`src/rtl/uart_cmd_ctrl.sv`:
```
// uart_cmd_ctrl: command parser between a UART receiver and transmitter.
// Decodes a byte stream into writes/reads of four 8-bit registers, reads of
// gp_in and a sticky status byte, and sends one response byte per command
// over the shared transmitter using its busy handshake.
//
// Optional feature: define UART_CMD_TIMEOUT_EN to build an inter-byte
// timeout in GET_DATA (TIMEOUT_CYCLES clk cycles). Without it GET_DATA
// waits forever and timeout_flag reads 0.
//
// Ports:
//   clk, rst_n          clock, async active-low reset
//   rx_ready, rx_data   received byte strobe / data
//   tx_busy             transmitter busy
//   tx_start, tx_data   response launch pulse / response byte
//   gp_in               general-purpose inputs (read by opcode 0x04)
//   reg0_out..reg3_out  writable registers
module uart_cmd_ctrl #(
  parameter int TIMEOUT_CYCLES = 1_000_000
) (
  input  logic       clk,
  input  logic       rst_n,
  input  logic       rx_ready,
  input  logic [7:0] rx_data,
  input  logic       tx_busy,
  output logic       tx_start,
  output logic [7:0] tx_data,
  input  logic [7:0] gp_in,
  output logic [7:0] reg0_out,
  output logic [7:0] reg1_out,
  output logic [7:0] reg2_out,
  output logic [7:0] reg3_out
);

  localparam logic [1:0] S_IDLE = 2'd0;
  localparam logic [1:0] S_GET  = 2'd1;
  localparam logic [1:0] S_SEND = 2'd2;
  localparam logic [1:0] S_WAIT = 2'd3;

  logic [1:0]      state_q, state_d;
  logic [1:0]      aa_q, aa_d;
  logic [3:0][7:0] regs_q, regs_d;
  logic [7:0]      tx_data_q, tx_data_d;
  logic            tx_start_q, tx_start_d;
  logic            ovr_q, ovr_d;
  logic            wcnt_q, wcnt_d;
  logic            ovr_set, stat_clr, tmo_set;
  logic            tmo_flag;
  logic            expire;
  logic [7:0]      status;

`ifdef UART_CMD_TIMEOUT_EN
  localparam int CW = (TIMEOUT_CYCLES > 1) ? $clog2(TIMEOUT_CYCLES) : 1;
  logic [CW-1:0] cnt_q, cnt_d;
  logic          tmo_q, tmo_d;

  // Counter only advances in GET_DATA; any other state holds it at zero so
  // it is clear on every entry. Expiry falls on the TIMEOUT_CYCLES-th cycle.
  always_comb begin
    cnt_d = '0;
    if (state_q == S_GET) cnt_d = cnt_q + 1'b1;
  end
  assign expire   = (state_q == S_GET) && (cnt_q == CW'(TIMEOUT_CYCLES - 1));
  assign tmo_d    = (stat_clr ? 1'b0 : tmo_q) | tmo_set;
  assign tmo_flag = tmo_q;

  always_ff @(posedge clk or negedge rst_n) begin
    if (!rst_n) begin
      cnt_q <= '0;
      tmo_q <= 1'b0;
    end else begin
      cnt_q <= cnt_d;
      tmo_q <= tmo_d;
    end
  end
`else
  logic timeout_unused;
  assign timeout_unused = (TIMEOUT_CYCLES == 0) | tmo_set;
  assign expire         = 1'b0;
  assign tmo_flag       = 1'b0;
`endif

  assign status = {6'b0, tmo_flag, ovr_q};

  always_comb begin
    state_d    = state_q;
    aa_d       = aa_q;
    regs_d     = regs_q;
    tx_data_d  = tx_data_q;
    tx_start_d = 1'b0;
    wcnt_d     = wcnt_q;
    ovr_set    = 1'b0;
    stat_clr   = 1'b0;
    tmo_set    = 1'b0;
    case (state_q)
      S_IDLE: begin
        if (rx_ready) begin
          state_d = S_SEND;
          if (rx_data[7:2] == 6'b100000) begin
            aa_d    = rx_data[1:0];
            state_d = S_GET;
          end else if (rx_data[7:2] == 6'b000000) begin
            tx_data_d = regs_q[rx_data[1:0]];
          end else if (rx_data == 8'h04) begin
            tx_data_d = gp_in;
          end else if (rx_data == 8'h05) begin
            // Response carries the value before the clear.
            tx_data_d = status;
            stat_clr  = 1'b1;
          end else begin
            tx_data_d = 8'hEE;
          end
        end
      end
      S_GET: begin
        // A data byte on the expiry cycle still wins over the timeout.
        if (rx_ready) begin
          regs_d[aa_q] = rx_data;
          tx_data_d    = {6'b101000, aa_q};
          state_d      = S_SEND;
        end else if (expire) begin
          tmo_set = 1'b1;
          state_d = S_IDLE;
        end
      end
      S_SEND: begin
        if (rx_ready) ovr_set = 1'b1;
        if (!tx_busy) begin
          tx_start_d = 1'b1;
          wcnt_d     = 1'b0;
          state_d    = S_WAIT;
        end
      end
      default: begin
        // Transmitter busy is registered, so give it up to two cycles to
        // rise before another response could be launched.
        if (rx_ready) ovr_set = 1'b1;
        if (tx_busy || wcnt_q) state_d = S_IDLE;
        else                   wcnt_d  = 1'b1;
      end
    endcase
  end

  // Set beats clear when both land in the same cycle.
  assign ovr_d = (stat_clr ? 1'b0 : ovr_q) | ovr_set;

  always_ff @(posedge clk or negedge rst_n) begin
    if (!rst_n) begin
      state_q    <= S_IDLE;
      aa_q       <= 2'd0;
      regs_q     <= '0;
      tx_data_q  <= 8'h00;
      tx_start_q <= 1'b0;
      ovr_q      <= 1'b0;
      wcnt_q     <= 1'b0;
    end else begin
      state_q    <= state_d;
      aa_q       <= aa_d;
      regs_q     <= regs_d;
      tx_data_q  <= tx_data_d;
      tx_start_q <= tx_start_d;
      ovr_q      <= ovr_d;
      wcnt_q     <= wcnt_d;
    end
  end

  assign tx_start = tx_start_q;
  assign tx_data  = tx_data_q;
  assign reg0_out = regs_q[0];
  assign reg1_out = regs_q[1];
  assign reg2_out = regs_q[2];
  assign reg3_out = regs_q[3];

endmodule

```
`config.mk`:
```
export PLATFORM = sky130hd
export DESIGN_NAME = uart_cmd_ctrl
export DESIGN_NICKNAME = d
export VERILOG_FILES = /design/src/rtl/uart_cmd_ctrl.sv
export SDC_FILE = /design/constraint.sdc
export NUM_CORES = 1
export LEC_CHECK = 0
export ABC_AREA = 0
export CAP_MARGIN = 20
export CORE_MARGIN = 2
export CORE_UTILIZATION = 45
export DETAILED_ROUTE_END_ITERATION = 10
export DONT_BUFFER_PORTS = 1
export PLACE_DENSITY = 0.61
export SLEW_MARGIN = 10
export SYNTH_ARGS = -nofsm -noshare
export SYNTH_HDL_FRONTEND = slang
export SYNTH_SLANG_ARGS = --single-unit
```
`constraint.sdc`:
```
create_clock -name clk -period 2.9 [get_ports clk]
set_input_delay 0.58 -clock clk [delete_from_list [all_inputs] [get_ports clk]]
set_output_delay 0.58 -clock clk [all_outputs]
set_load 0.005 [all_outputs]
```
==> impl_metrics.json, run 1 <==
{
  "yosysWarnings": 0,
  "synth_xor_area_share_pct": 0,
  "n_antenna_cell": 0,
  "skew_ns": 0.008111,
  "clkTransAtPathRegs_ns": 0.08,
  "status": "finished, final reports clean",
  "path_class": "flop to flop",
  "hold_path_class": "input pin to asynchronous set/reset pin",
  "critPathMaxFanout": 12,
  "cp-start-kind": "flop",
  "slew_viol_final": 0,
  "die_w_um": 74.79,
  "setup_viol_count_final": 0,
  "drc": 0,
  "drt-pass1-iter-count": 4,
  "grt_pass1_vias": 1542,
  "ios": 61,
  "peakVddDrop_uv": 441.5,
  "grt_pass1_wl_um": 8376,
  "die_y_um": 74.79,
  "die-area_um2": 5593,
  "first_iter_violations": 125,
  "vias": 1517,
  "power_density_nw_per_um2": 884.9,
  "synthCells": 179,
  "area_growth_pct": 8.491,
  "cts_made_buffers": 5,
  "wl_met3_um": 509,
  "dpl.hpwl_um": 3879,
  "wl_met2_um": 2562,
  "fmax_mhz": 426.7,
  "wl_per_cell_um": 21.63,
  "antenna_found_initial": 0,
  "root_buffer": "clkbuf_8",
  "tightest_slew_ns": 0.7224,
  "slew_headroom_pct": 51.23,
  "power_w": 0.002165,
  "fin_crit_sh_pct": 80.81,
  "hold_viol_final": 0,
  "htree_levels": 2,
  "synth_area_per_cell_um2": 12.60,
  "final_net_count": 204,
  "cp.arrival_ns": 2.53,
  "met1Wirelength_um": 2227,
  "ys_types": 37,
  "cap_violations": 0,
  "end_kind": "flop",
  "fin_crit_ns": 2.344,
  "p_leak_nw": 1.061,
  "wl_um": 5342,
  "viasPerCell": 6.142,
  "synth.mux.area_fraction_pct": 21.92,
  "place_congestion": 0.8157,
  "num_rows": 25,
  "setup_tns_ns": 0,
  "insertion_delay_ns": 0.29,
  "coreArea_um2": 4786,
  "synth_top_family_by_area": "multiplexers",
  "numPortBuffers": 0,
  "synth_compound_area_share_pct": 11.99,
  "grt.total_usage_pct": 20.83,
  "maxUsedRoutingLayer": "met4",
  "synth_seq_cells": 47,
  "ctsResizeCount": 0,
  "syn_nets": 203,
  "n_fill_cell": 426,
  "drive_above_1_share_pct": 25.56,
  "synthSimpleGateAreaFrac_pct": 8.713,
  "tritoncts": "done",
  "synth-seq-area-share_pct": 52.16,
  "rsz0062_at_grt": "false",
  "syn_area_um2": 2255,
  "synth_fa_ha_area_share_pct": 2.220,
  "start_util_pct": 47.11,
  "grt_max_degree": 48,
  "ctsLongestPathBuffers": 2,
  "required_ns": 3.09,
  "antenna_left": 0,
  "gr-total-overflow": 0,
  "cts.sinks": 47
}
## cells in the mapped netlist
cell type,count,share of area [%]
inv_1,8,1.3
a21o_1,1,0.33
or4_1,1,0.33
clkbuf_1,5,0.83
nor2b_1,3,0.83
o31ai_1,1,0.33
mux4_2,8,8.0
nor3_1,1,0.22
nor2_1,3,0.50
o311ai_0,1,0.39
mux2_2,27,13
nor3b_1,1,0.33
o22a_1,4,1.6
nand3b_1,1,0.33
ha_1,4,2.2
a21oi_1,8,1.8
o31ai_2,1,0.55
dfrtp_1,47,52
o21bai_1,1,0.33
buf_2,3,0.67
nand4b_1,2,0.78
a2bb2oi_1,2,0.78
nand2_1,16,2.7
o41ai_1,3,1.2
nand4_1,2,0.55
or3_1,2,0.55
nor4_1,2,0.55
o21ai_0,10,2.2
o31a_1,1,0.39
nor4b_1,1,0.39
buf_1,1,0.17
o221ai_1,2,0.78
mux2i_1,1,0.44
nor4b_2,1,0.67
o21a_1,1,0.33
a22o_1,1,0.39
a211oi_1,2,0.67
## placed cells by master, fill, tap and decap left out, types with 2 or more instances in the layout
master      n
a2bb2oi_1   2
nand4_1     2
o221ai_1    2
nor2_1      3
nor2b_1     3
o21ai_0    10
ha_1        4
dfrtp_1    47
mux2_2     27
o41ai_1     3
clkbuf_8    5
buf_4       2
nand4b_1    2
nand2_1    16
nor4_1      2
a21oi_1     8
mux4_2      8
inv_1       8
a211oi_1    2
o22a_1      4
or3_1       2
## kinds of logic after synthesis
group	Yosys count
fa+ha+maj	4
flops	47
simple gates	36
mux	36
compound gates	39
buf+inv	17
## repair_timing
action / CTS / global route
hold buffers: 1 / 0
hold endpoints to repair: 47 / 0
setup buffers: 0 / 0
## report_power, final
group / switching (W) / internal (W) / total, W
Sequential: 0.000215 / 0.000881 / 0.00110
Combinational: 0.000294 / 0.000317 / 0.000611
Clock: 0.000205 / 0.000253 / 0.000458
Total: 0.000714 / 0.00145 / 0.00216
## path summary, 6_finish.rpt
| path | startpoint | endpoint | slack [ns] | cells past startpoint |
|---|---|---|---|---|
| hold / removal | rst_n | tx_data[0] | 0.12 | 1 |
| setup / recovery | state_q[1] | state_q[1] | 0.56 | 6 |
| hold reg to reg | wcnt_q | wcnt_q | 0.50 | 2 |
| max in group asynchronous | rst_n | tx_data[1] | 2.56 | 1 |
| setup reg to reg | state_q[1] | state_q[1] | 0.56 | 6 |
| min in group clk | tx_busy | tx_start | 0.34 | 1 |
## sequential cells by signal, summed over array words and instances (netlist names)
signal    count
ovr_q         1
aa_q          2
reg1_out      8
tx_data       8
reg0_out      8
state_q       2
reg2_out      8
wcnt_q        1
tx_start      1
reg3_out      8
## critical path, cell delays in order, from the launching register on
cell	delay (ns)
dfrtp_1	0.45
inv_1	0.10
ha_1	0.33
or3_1	0.45
o311ai_0	0.63
a211oi_1	0.11
a21o_1	0.18
## metrics by stage
| stage | utilization [%] | cells | area (µm²) | hold slack [ns] | setup slack, ns |
|---|---|---|---|---|---|
| 6_report | 51.11 | 247 | 2446 | 0.1222 | 0.5564 |
| 5_1_grt | 51.11 | 247 | 2446 | 0.1116 | 0.2508 |
| 4_1_cts | 51.11 | 247 | 2446 | 0.1324 | 0.5406 |
| 3_5_place_dp | 48.39 | 239 | 2316 | 0.2858 | 0.5581 |
| 3_3_place_gp | 48.39 | 239 | 2316 | 0.2856 | 0.6211 |
| 2_1_floorplan | - | 179 | 2255 | 0.2844 | 0.7212 |
## routing by layer
| layer | up-vias | track usage, % |
|---|---|---|
| met1 | 780 | 26.92 |
| li1 | 671 | - |
| met5 | - | 0 |
| met3 | 4 | 9.772 |
| met2 | 62 | 31.76 |
| met4 | 0 | 5.754 |
## area by class of cell
type / count / area, µm² / area share, %
sequential: 47 / 1176 / 48.08
timing repair buffer: 3 / 42.54 / 1.739
inverter: 8 / 30.03 / 1.228
clock inverter: 1 / 30.03 / 1.228
tap: 67 / 83.83 / 3.427
clock buffer: 6 / 72.57 / 2.967
multi-input combinational: 115 / 1011 / 41.33
Power figures use the tool's default switching activity.
==> run 2: changes to the inputs <==
PLACE_DENSITY = 0.63   (was 0.61)
clock period = 2.15 ns   (was 2.9 ns; I/O delays follow)
==> run 2 against run 1 <==
  * Via count is 6.1% higher
  * Critical path depth grew 1
  * Worst setup slack got worse by 0.39 ns
  * Largest cell class unchanged
  * Non-clock buffer count rose by 12
  * Global-route usage increased by 0.78 points
  * Utilization grew 1.6 points
  * First-iteration DRC count up 7.2%
  * Worst hold slack improved by 0.069 ns
  * Power rose by 34%
  * Count of clock-buffer cells in the layout stayed put
  * Design area is 3.1% higher
  * Sequential power increased by 35%
==> impl_metrics.json, run 2 (synthesis gave the netlist of run 1 again) <==
{
  "place_congestion": 0.8305,
  "fin_crit_sh_pct": 92.32,
  "setup_ws_ns": 0.1651,
  "die-area_um2": 5593,
  "area_growth_pct": 11.82,
  "drt-pass1-iter-count": 5,
  "wl_per_cell_um": 20.91,
  "dp.cells": 250,
  "hold_viol_final": 0,
  "slew_headroom_pct": 66.52,
  "setup_viol_count_final": 0,
  "cts.sinks": 47,
  "ios": 61,
  "required_ns": 2.34,
  "p_leak_nw": 1.104,
  "die_w_um": 74.79,
  "cp.arrival_ns": 2.18,
  "n_fill_cell": 410,
  "fin_crit_ns": 1.985,
  "tritoncts": "done",
  "slowest_stage": "dfrtp_1",
  "gr-total-overflow": 0,
  "grt_pass1_wl_um": 8873,
  "cp_cell_sequence": "inv_1, ha_1, or3_1, o311ai_0, buf_4, a211oi_1, a21o_1",
  "combPwrFrac_pct": 30.9,
  "fmax_mhz": 503.8,
  "fin_cells": 260,
  "num_rows": 25,
  "clkTransAtPathRegs_ns": 0.08,
  "insertion_delay_ns": 0.30,
  "peakVddDrop_uv": 572.3,
  "viasPerCell": 6.192,
  "first_iter_violations": 134,
  "slowest_delay_ns": 0.44,
  "regArea_um2": 1176,
  "tightest_slew_ns": 0.4952,
  "internal_power_w": 0.001900,
  "multi_input_area_um2": 1011,
  "vias": 1610,
  "root_buffer": "clkbuf_8",
  "skew_ns": 0.005739,
  "start_util_pct": 47.11,
  "swShare_pct": 34.45,
  "worstHoldPathCells": 1,
  "cap_violations": 0,
  "antenna_found_initial": 0,
  "end_kind": "flop",
  "slew_viol_final": 0,
  "postCtsSetupBuffers": 0,
  "final_common_cell": "dfrtp_1",
  "final_cell_mix": "47 x dfrtp_1, 27 x mux2_2, 16 x nand2_1",
  "rsz0062_at_grt": "false",
  "numPortBuffers": 0,
  "coreArea_um2": 4786,
  "drive_above_1_share_pct": 30.05,
  "drc": 0,
  "setup_tns_ns": 0,
  "hold_path_class": "input pin to flop",
  "power_density_nw_per_um2": 1150,
  "dpl.hpwl_um": 3945,
  "grt_pass1_vias": 1714,
  "reg2reg_depth": 7,
  "p_seq_share_pct": 51.2,
  "clock_power_share_pct": 17.9,
  "power_w": 0.002899,
  "cp-start-kind": "flop",
  "grt_max_degree": 48,
  "cts_made_buffers": 5,
  "htree_levels": 2,
  "n_antenna_cell": 0,
  "grt.total_usage_pct": 21.61,
  "critPathMaxFanout": 6,
  "die_y_um": 74.79,
  "antenna_left": 0,
  "status": "finished, final reports clean",
  "netSwitchingPower_w": 0.0009989,
  "final_net_count": 216,
  "ctsLongestPathBuffers": 2,
  "path_class": "flop to flop",
  "wl_um": 5437,
  "dp_worst_setup_slack_ns": 0.06845
}
==> run 2: cell count changes in the layout (fill, tap and decap cells not counted) <==
cell | before | now
buf_4 | 2 | 13
bufinv_16 | 1 | 0
clkinv_2 | 0 | 1
clkinvlp_4 | 0 | 1
dlygate4sd3_1 | 0 | 1
==> run 2: repair_timing <==
item,CTS,global route
hold endpoints to repair,47,0
resized for setup,0,0
hold buffers,2,0
==> run 2: worst max-delay path, delay by kind of cell (launching register included) <==
family                     cells  cell delay [ns]
buffers and inverters          2             0.27
and+or+nand+nor                1             0.39
adders and majority gates      1             0.25
AOI/OAI and AO/OA              3             0.52
DFF                            1             0.44
==> run 2: layer usage <==
layer | wire length [µm] | track usage (%)
met1 | 2110 | 26.38
met3 | 571 | 9.772
met2 | 2666 | 34.41
met4 | 88 | 7.143
met5 | 0 | 0
==> run 2: metrics by stage <==
| stage | utilization (%) | hold slack (ns) | area, µm² |
|---|---|---|---|
| after floorplan | - | 0.1344 | 2255 |
| after global placement | 50.12 | 0.1358 | 2399 |
| after detailed placement | 50.12 | 0.1360 | 2399 |
| after CTS | 52.68 | 0.1793 | 2521 |
| after global routing | 52.68 | 0.1811 | 2521 |
| final | 52.68 | 0.1915 | 2521 |
==> run 2: power groups by stage <==
stage	clock network, W	registers [W]	logic (W)
after floorplan	0	0.00141	0.000672
after global placement	0	0.00149	0.000833
after detailed placement	0	0.00151	0.000861
after CTS	0.000539	0.00149	0.000901
after global routing	0.000564	0.00154	0.00100
final	0.000518	0.00148	0.000897
==> run 2: layout make-up <==
cell class / instances / area share, %
tap: 67 / 3.325
inverter: 8 / 1.191
timing repair buffer: 15 / 5.360
multi-input combinational: 115 / 40.10
clock inverter: 2 / 0.4963
clock buffer: 6 / 2.878
sequential: 47 / 46.65
==> run 2: path summary, 6_finish.rpt <==
| kind | slack [ns] | startpoint | end |
|---|---|---|---|
| max | 0.17 | state_q[1] | state_q[1] |
| min | 0.19 | tx_busy | tx_start |
| max reg2reg | 0.17 | state_q[1] | state_q[1] |
| min reg2reg | 0.50 | wcnt_q | wcnt_q |
| max in group asynchronous | 1.30 | rst_n | reg1_out[3] |
| min in group asynchronous | 0.64 | rst_n | tx_data[0] |
